## src/rtl/note_game_pkg.sv

```systemverilog
// Shared types and constants for the note-memory game.
// Covers note code width, silence code, input-encoder states and index-to-note mapping.
package note_game_pkg;

    localparam int NOTE_W = 4;
    localparam logic [NOTE_W-1:0] NOTE_SILENCE = 4'd0;

    typedef enum logic [1:0] {
        ENC_IDLE,
        ENC_PEND,
        ENC_HELD
    } enc_state_t;

    // Button index i carries note code i+1; code 0 is reserved for silence.
    function automatic logic [NOTE_W-1:0] note_of_index(input int i);
        return NOTE_W'(i + 1);
    endfunction

endpackage

```

## src/rtl/key_debounce.sv

```systemverilog
// One push-button: a 2-FF synchroniser, polarity normalisation (1 = pressed) and a
// level debouncer that accepts a change only after it has held steady long enough.
module key_debounce #(
    parameter int DEBOUNCE_CYCLES = 500000,
    parameter bit KEY_ACTIVE_LOW  = 1'b1
) (
    input  logic clk,
    input  logic reset,
    input  logic raw,
    output logic stable
);

    localparam int CNT_W = $clog2(DEBOUNCE_CYCLES + 1);
    localparam logic [CNT_W-1:0] CNT_LAST = CNT_W'(DEBOUNCE_CYCLES - 1);

    logic             meta;
    logic             synced;
    logic             level;
    logic [CNT_W-1:0] count;

    assign level = KEY_ACTIVE_LOW ? ~synced : synced;

    // NOTE: clocked state uses non-blocking assignments so every flop samples pre-edge values.
    always_ff @(posedge clk or posedge reset) begin
        if (reset) begin
            meta   <= 1'b0;
            synced <= 1'b0;
            stable <= 1'b0;
            count  <= '0;
        end else begin
            meta   <= raw;
            synced <= meta;
            if (level == stable) begin
                count <= '0;
            end else if (count == CNT_LAST) begin
                stable <= level;
                count  <= '0;
            end else begin
                count <= count + 1'b1;
            end
        end
    end

endmodule

```

## src/rtl/note_key_encoder.sv

```systemverilog
// Input stage of the note-memory game.
// Debounces the note buttons, priority-encodes them, and issues one answer strobe per press.
module note_key_encoder
    import note_game_pkg::*;
#(
    parameter int NUM_KEYS        = 8,
    parameter int DEBOUNCE_CYCLES = 500000,
    parameter bit KEY_ACTIVE_LOW  = 1'b1
) (
    input  logic                clk,
    input  logic                reset,
    input  logic [NUM_KEYS-1:0] key_raw,
    input  logic                accept,
    output logic [NOTE_W-1:0]   answer,
    output logic                answer_enable,
    output logic                key_active,
    output logic [NOTE_W-1:0]   echo_code,
    output logic                pending
);

    logic [NUM_KEYS-1:0] stable;
    logic [NOTE_W-1:0]   enc_code;
    logic [NOTE_W-1:0]   cap_code;
    enc_state_t          state;

    for (genvar i = 0; i < NUM_KEYS; i++) begin : g_key
        key_debounce #(
            .DEBOUNCE_CYCLES(DEBOUNCE_CYCLES),
            .KEY_ACTIVE_LOW (KEY_ACTIVE_LOW)
        ) u_debounce (
            .clk   (clk),
            .reset (reset),
            .raw   (key_raw[i]),
            .stable(stable[i])
        );
    end

    // NOTE: default assignment first so no path through always_comb leaves enc_code unassigned (no latch).
    always_comb begin
        enc_code = NOTE_SILENCE;
        // Scan high to low so the lowest pressed index is written last and wins.
        for (int i = NUM_KEYS - 1; i >= 0; i--) begin
            if (stable[i]) enc_code = note_of_index(i);
        end
    end

    assign echo_code  = enc_code;
    assign key_active = |stable;

    always_ff @(posedge clk or posedge reset) begin
        if (reset) begin
            state         <= ENC_IDLE;
            cap_code      <= NOTE_SILENCE;
            answer        <= NOTE_SILENCE;
            answer_enable <= 1'b0;
            pending       <= 1'b0;
        end else begin
            answer_enable <= 1'b0;
            case (state)
                ENC_IDLE: begin
                    if (key_active) begin
                        cap_code <= enc_code;
                        pending  <= 1'b1;
                        state    <= ENC_PEND;
                    end
                end
                ENC_PEND: begin
                    // The captured code is delivered even if the key was released meanwhile.
                    if (accept) begin
                        answer        <= cap_code;
                        answer_enable <= 1'b1;
                        pending       <= 1'b0;
                        state         <= key_active ? ENC_HELD : ENC_IDLE;
                    end
                end
                ENC_HELD: begin
                    if (!key_active) state <= ENC_IDLE;
                end
                default: begin
                    pending <= 1'b0;
                    state   <= ENC_IDLE;
                end
            endcase
        end
    end

endmodule

```

## config.mk

```make
export PLATFORM = sky130hd
export DESIGN_NAME = note_key_encoder
export DESIGN_NICKNAME = d
export VERILOG_FILES = /design/src/rtl/note_game_pkg.sv /design/src/rtl/key_debounce.sv /design/src/rtl/note_key_encoder.sv
export SDC_FILE = /design/constraint.sdc
export NUM_CORES = 1
export LEC_CHECK = 0
export BUFFER_PORTS_ARGS = -buffer_cell sky130_fd_sc_hd__buf_2
export CELL_PAD_IN_SITES_DETAIL_PLACEMENT = 0
export CELL_PAD_IN_SITES_GLOBAL_PLACEMENT = 2
export CORE_AREA = 5 5 147 219
export DETAILED_ROUTE_END_ITERATION = 10
export DIE_AREA = 0 0 152 224
export PLACE_DENSITY_LB_ADDON = 0.1
export SLEW_MARGIN = 40
export SYNTH_ARGS = -nofsm -noshare
export SYNTH_HDL_FRONTEND = slang
export SYNTH_SLANG_ARGS = --single-unit
```

## constraint.sdc

```tcl
create_clock -name clk -period 7.7 [get_ports clk]
set_input_delay 0.77 -clock clk [delete_from_list [all_inputs] [get_ports clk]]
set_output_delay 0.77 -clock clk [all_outputs]
set_load 0.1 [all_outputs]
```

# After elaboration in Yosys (flattened, before gate mapping)

Cells that the tools add are included.

$add $sub $neg: 8
Eq/ne operators: 21
Muxes and demuxes: 34
Bitwise gates (word level): 17
Reduce and logical (&&, ||, !) cells: 14

Operators with widths:

| kind                                                                  | number |
|---|---|
| 19-bit 2-to-1 mux                                                     | 16 |
| 19-bit by 1-bit adder with 19-bit output, second input constant       | 8 |
| 19-bit equality test, second input constant                           | 8 |
| 4-bit 2-to-1 mux                                                      | 8 |
| 2-bit AND reduction                                                   | 10 |
| 1-bit NOT                                                             | 17 |
| 1-bit equality test                                                   | 8 |
| 2-bit 2-to-1 mux                                                      | 4 |
| 8-bit OR reduction                                                    | 1 |
| 2-bit != test, second input constant                                  | 3 |
| 2-bit one-hot mux with 3 select lines                                 | 1 |
| 3-bit AND reduction                                                   | 2 |
| 1-bit 2-to-1 mux                                                      | 4 |
| 1-bit one-hot mux with 3 select lines                                 | 1 |
| 2-bit by 1-bit equality test with 1-bit output, second input constant | 1 |
| 2-bit equality test, second input constant                            | 1 |
| 2-bit logical NOT                                                     | 1 |

Register bits: 188
Output and inout port bits: 11

# Logic depth before layout (Yosys ltp)

Gate-level depths: netlist of the first run.

Depth after elaboration: 8
Gate-level depth with buffers: 7
Mapped depth without buffers: 5

# Modules after synthesis

Synthesis of the first run repeated with hierarchy kept, for this count alone.

Cell total of the unflattened synthesis: 879
Area total of the unflattened synthesis: 9151.3 um^2

Modules (own cells, without submodules):

| module           | instances | cells each | area an instance (um^2) |
|---|---|---|---|
| key_debounce     | 8         | 104        | 1073.5 |
| note_key_encoder | 1         | 47         | 563.0 |

# Least setup slack after synthesis of the first run

Ideal clock, no wire load.

Path kind: register -> output
Start: register g_key[6].u_debounce.stable
End: output port echo_code[3]
Arrival time: 3145 ps
Required time: 6930 ps
Setup slack: 3785 ps
Stages on the path, launching flop included: 3
Cells stage by stage: dfrtp_1 or4_1 nor3_1

Cells in the longest elaborated chain, start to end: 7

RTL lines:

| element                       | line                   | source |
|---|---|---|
| start: declaration            | key_debounce.sv:10     | `output logic stable` |
| start signal: assignment      | key_debounce.sv:36     | `stable <= level;` |
| 4-bit 2-to-1 mux (7 in a row) | note_key_encoder.sv:43 | `if (stable[i]) enc_code = note_of_index(i);` |
| end: declaration              | note_key_encoder.sv:17 | `output logic [NOTE_W-1:0] echo_code,` |

No other way between the ends.

# Worst setup path after layout of the first run

Same ends and word-level chain as after synthesis.

==> results of run 1 <==
-- layout make-up --
class,count,area (um2),area share (%)
repair buffers,27,174,1.74
clock inverters,11,116,1.16
flip-flops and latches,188,4700,47.0
multi-input cells,631,3930,39.2
inverters,35,144,1.44
well taps,400,500,5.00
clock buffers,21,450,4.50
-- cell families (layout without fill, tap and decap cells) --
| group | Yosys count | after routing | synth area share (%) |
|---|---|---|---|
| AND/OR/NAND/NOR | 402 | 402 | 24.2 |
| AO/OA/AOI/OAI | 109 | 109 | 7.68 |
| multiplexers | 7 | 7 | 0.846 |
| adder cells (fa/ha/maj) | 8 | 8 | 1.13 |
| XOR/XNOR | 105 | 105 | 10.4 |
| flip-flops | 188 | 188 | 53.0 |
| buffers and inverters | 57 | 94 | 2.72 |
-- report_power, final --
| group | switching, mW | internal [mW] | total, mW |
|---|---|---|---|
| Clock | 0.386 | 0.487 | 0.873 |
| Combinational | 0.0469 | 0.0182 | 0.0652 |
| Sequential | 0.0136 | 1.00 | 1.02 |
-- registers in the layout (all words and copies together), names as in the netlist --
name                     count
g_key.u_debounce.count     152
g_key.u_debounce.meta        8
pending                      1
g_key.u_debounce.synced      8
state                        2
g_key.u_debounce.stable      8
answer_enable                1
cap_code                     4
answer                       4
-- critical path: stages, from the launching register on --
cell and delay (ns):
dfrtp_1 0.43, or4_1 0.61, nor3_1 0.27, buf_2 0.48
-- final timing paths --
check                                              start                             to
max                           g_key[6].u_debounce.stable                   echo_code[3]
min                             g_key[3].u_debounce.meta     g_key[3].u_debounce.synced
max reg2reg                g_key[6].u_debounce.count[12]  g_key[6].u_debounce.count[18]
min reg2reg                     g_key[3].u_debounce.meta     g_key[3].u_debounce.synced
max in group asynchronous                          reset   g_key[0].u_debounce.count[3]
min in group asynchronous                          reset       g_key[0].u_debounce.meta
-- metal layers --
layer	global-route usage [%]	up-vias	share of wire, %	wire length, um
met5	0	-	0	0
met2	20.0	55	51	9730
met3	2.11	21	2.0	385
met1	14.2	3111	44	8460
li1	-	3135	-	-
met4	5.37	0	2.3	443
-- cells in the final DEF (no fill, tap or decap), types with 30 or more instances in the layout --
cell,count
inv_1,34
o21ai_0,30
nor2_1,121
xor2_1,34
xnor2_1,71
dfrtp_1,188
or3_1,33
nand4_1,40
a21oi_1,41
nand2_1,53
nand3_1,35
==> out/metrics.yaml, run 1 <==
fin_ws_ns: 4.70
design_area_um2: 10000
grt_pass1_wl_mm: 32.3
ys_ff_latch: 188
coreArea_um2: 30100
worstHoldPathCells: 0
min_period_ns: 3.00
io_pins: 22
reg2reg_slack_ns: 5.44
worst_hold_slack_ns: 0.354
clockBufferDepth: 2
track_usage_pct: 11.6
slew_violations: 0
synth_common_cells: "dfrtp_1, nor2_1, xnor2_1, nand2_1, a21oi_1"
tightest_slew_ns: 0.748
wire_per_inst_um: 14.5
postLayoutCoreUtil_pct: 33.3
fin_nets: 919
grt_overflow_total: 0
ctsHoldBuffers: 0
postCtsSetupRepairBufs: 0
power.total_mw: 1.95
gp_congestion: 0.782
synth.avg_cell_area_um2: 10.1
cp_max_fo: 5
dpl.cell_count: 1280
dpl.hpwl_mm: 13.1
cts_root_buffer: "clkbuf_16"
power_leakage_nw: 3.95
grt_max_degree: 113
cts_tree: "yes"
power.density_nw_per_um2: 195
synthCells: 876
fill_cells: 3117
instances_no_fill: 1313
rows: 78
hold_path.class: "register to register"
via_count: 6322
initial_core_util_pct: 29.5
synth.most_common_cell: "dfrtp_1"
viasPerCell: 4.81
yosys_most_used_dff: "dfrtp_1"
final_antenna_net_count: 0
cts_max_level: 4
cts_made_buffers: 17
cts_resized: 0
status: "complete, no violations"
rsz0062_at_grt: "no"
area_growth_pct: 12.9
grt_pass1_vias: 6261
clock_sinks: 188
clk_latency_ns: 0.43
setup_tns_ns: 0
syn-cell-area_um2: 8870
die_y_um: 224
first_pass_iters: 4
yosysSeqAreaShare_pct: 53.0
r2r_cells: 4
worstSetupStartpointType: "register"
endpoint_kind: "primary output"
period_share_pct: 39.0
final-hold-violation-count: 0
setup_viol: 0
numPortBuffers: 21
maxSlewHeadroom_pct: 50.1
skew_ns: 0.00974
ys_types: 52
cts.clk_slew.worst_paths_ns: 0.07
die-width_um: 152
synth_top_area_cell: "dfrtp_1"
synth_edf_count: 0
peakVddDrop_mv: 0.125
netlist.area_leader.share_pct: 53.0
async_flop_share_pct: 100
diodes: 0
path_class: "register to primary output"
drive_gt1_share_pct: 9.20
die-area_um2: 34000
drt-initial-drc-count: 208
ys.warnings.count: 0
antenna_found_initial: 0
worstPathRequired_ns: 6.93
placed_area_um2: 9420
syn_nets: 895
wl_mm: 19.0
cap_violations: 0
preCtsSetupSlack_ns: 5.15
synth_area_leaders: "dfrtp_1, xnor2_1, nor2_1"
post-route-drc-count: 0
max_freq_mhz: 333
critPathArrivalTime_ns: 2.23
Power figures use the tool's default switching activity.
==> inputs of run 2 (changes only) <==
--- a/config.mk
+++ b/config.mk
@@ -5,12 +5,13 @@
 export SDC_FILE = /design/constraint.sdc
 export NUM_CORES = 1
 export LEC_CHECK = 0
+export ABC_AREA = 1
 export BUFFER_PORTS_ARGS = -buffer_cell sky130_fd_sc_hd__buf_2
 export CELL_PAD_IN_SITES_DETAIL_PLACEMENT = 0
 export CELL_PAD_IN_SITES_GLOBAL_PLACEMENT = 2
-export CORE_AREA = 5 5 147 219
+export CORE_AREA = 5 5 157 235
 export DETAILED_ROUTE_END_ITERATION = 10
-export DIE_AREA = 0 0 152 224
+export DIE_AREA = 0 0 162 240
 export PLACE_DENSITY_LB_ADDON = 0.1
 export SLEW_MARGIN = 40
 export SYNTH_ARGS = -nofsm -noshare
==> constraint.sdc (replaced) <==
create_clock -name clk -period 2.65 [get_ports clk]
set_input_delay 0.265 -clock clk [delete_from_list [all_inputs] [get_ports clk]]
set_output_delay 0.265 -clock clk [all_outputs]
set_load 0.1 [all_outputs]
==> run 2 against run 1 <==
  * Clock power rose to 3.2 times the previous value
  * Largest cell class is now multi-input combinational cells
  * Critical path type unchanged
  * Total power rose to 3.0 times the previous value
  * Synthesized area increased by 15%
  * Critical endpoint is now echo_code[1]
  * Sequential power rose to 2.9 times the previous value
==> out/metrics.yaml, run 2 <==
netlist.area_leader.share_pct: 46.0
gp_congestion: 0.759
preCtsSetupSlack_ns: 0.929
initial_core_util_pct: 29.5
final_cell_mix: "nor2_1, nand2_1, dfrtp_1"
synth_xor_area_share_pct: 6.32
tightest_slew_ns: 0.732
cts_max_level: 4
setup_viol: 0
path_cells: "inv_1 > nand2_1 > o21ai_0 > nand2_1 > inv_1 > buf_2"
r2r-end: "g_key[7].u_debounce.count[5]"
critPathBufInv: 3
r2r_cells: 6
worstSetupStartpointType: "register"
slew_violations: 0
status: "complete, no violations"
path_class: "register to primary output"
hold_path_end: "g_key[7].u_debounce.synced"
rows: 84
fin_nets: 1462
endpoint_kind: "primary output"
switching_power_mw: 1.42
seqPwrFrac_pct: 49.6
grt_pass1_vias: 8509
async_flop_share_pct: 100
viasPerCell: 4.41
power.density_nw_per_um2: 508
cap_violations: 0
power.total_mw: 5.93
post-route-drc-count: 0
power_switching_share_pct: 24.0
synthCells: 1387
first_pass_iters: 5
ctsHoldBuffers: 10
dpl.cell_count: 1844
synthAdderAreaFrac_pct: 0.979
track_usage_pct: 14.2
cts_resized: 0
largest_reg_flops: 152
numPortBuffers: 21
cp_max_fo: 4
clockBufferDepth: 2
synth_compound_area_share_pct: 3.54
min-delay-start: "g_key[7].u_debounce.meta"
worstHoldPathCells: 0
max_freq_mhz: 455
synthMuxAreaShare_pct: 0
synth_area_leaders: "dfrtp_1, nor2_1, nand2_1"
period_share_pct: 83.0
synth_top_family_by_area: "simple AND/OR/NAND/NOR gates"
critPathTopFamily: "buffers and inverters"
maxSlewHeadroom_pct: 50.9
synth_edf_count: 0
io_pins: 22
instances_no_fill: 1886
grt_pass1_wl_mm: 43.8
setup_tns_ns: 0
via_count: 8324
antenna_found_initial: 0
fin_ws_ns: 0.451
grt_max_degree: 60
dpl.hpwl_mm: 20.0
syn-cell-area_um2: 10200
syn_nets: 1406
cpPeakStageDelay_ns: 0.48
ys_types: 26
cp_slowest_cell: "dfrtp_1"
reg2reg_slack_ns: 1.08
rsz0062_at_grt: "no"
wl_mm: 26.5
cts_tree: "yes"
cts.clk_slew.worst_paths_ns: 0.08
synth.most_common_cell: "nor2_1"
coreArea_um2: 34700
wire_per_inst_um: 14.0
p_int_mw: 4.50
die_y_um: 240
cts_made_buffers: 17
p_clk_share_pct: 46.6
area_growth_pct: 14.2
die-area_um2: 38900
hold_path.class: "register to register"
yosys_most_used_dff: "dfrtp_1"
grt_overflow_total: 0
final_antenna_net_count: 0
cts_root_buffer: "clkbuf_16"
power_leakage_nw: 4.95
critPathArrivalTime_ns: 1.93
timing.rr.start: "g_key[7].u_debounce.count[0]"
yosysSeqAreaShare_pct: 46.0
regMostFlops: "g_key.u_debounce.count"
min_period_ns: 2.20
drt-initial-drc-count: 286
die-width_um: 162
drive_gt1_share_pct: 9.62
fill_cells: 3759
skew_ns: 0.0108
diodes: 0
clock_sinks: 188
ys_ff_latch: 188
ys.warnings.count: 0
worstPathRequired_ns: 2.38
synth_common_cells: "nor2_1, nand2_1, dfrtp_1, inv_1, nand3_1"
cp.depth: 6
synth_top_area_cell: "dfrtp_1"
clk_latency_ns: 0.45
synthSimpleGateAreaFrac_pct: 36.9
postCtsSetupRepairBufs: 0
p_comb_share_pct: 3.8
worst_hold_slack_ns: 0.351
peakVddDrop_mv: 0.249
final-hold-violation-count: 0
synth.avg_cell_area_um2: 7.37
layout_commonest_cell: "nor2_1"
## run 2: area by class of cell
cell class | count | area [um2] | share of cell area [%]
Timing Repair Buffer | 37 | 288 | 2.47
Tap cell | 430 | 538 | 4.61
Multi-Input combinational cell | 1029 | 4880 | 41.8
Clock buffer | 18 | 439 | 3.76
Clock inverter | 14 | 179 | 1.53
Inverter | 170 | 642 | 5.50
Sequential cell | 188 | 4700 | 40.3
## run 2: power groups by stage
stage	Clock, mW	Combinational, mW	Sequential [mW]
finish	2.76	0.223	2.94
global route	2.99	0.264	2.95
CTS	2.88	0.237	2.94
detailed placement	0	0.224	3.00
global placement	0	0.225	3.00
floorplan	0	0.132	3.00
## run 2: metal layers
metal | up-vias | routed length (um) | track usage (%)
li1 | 4394 | - | -
met1 | 3850 | 11900 | 17.0
met2 | 64 | 13800 | 26.2
met3 | 16 | 491 | 2.37
met4 | 0 | 337 | 4.00
met5 | - | 0 | 0
## run 2: cell families after synthesis
| family | count (synthesis) |
|---|---|
| adder cells (fa/ha/maj) | 8 |
| XOR/XNOR | 72 |
| AND/OR/NAND/NOR | 879 |
| buffers and inverters | 170 |
| flip-flops | 188 |
| AO/OA/AOI/OAI | 70 |
## run 2: stage by stage
step	instance area (um2)	util (%)
3_3_place_gp	11000	31.6
3_5_place_dp	11000	31.6
2_1_floorplan	10200	-
4_1_cts	11700	33.6
6_report	11700	33.6
5_1_grt	11700	33.6
## run 2: worst max-delay path by stage
stage / startpoint / end / slack (ns)
2_1_floorplan: reset / answer[0] / -0.04
3_3_place_gp: g_key[3].u_debounce.stable / echo_code[1] / 0.93
3_5_place_dp: g_key[3].u_debounce.stable / echo_code[1] / 0.93
4_1_cts: g_key[3].u_debounce.stable / echo_code[1] / 0.41
5_1_grt: g_key[3].u_debounce.stable / echo_code[1] / 0.33
6_report: g_key[3].u_debounce.stable / echo_code[1] / 0.45
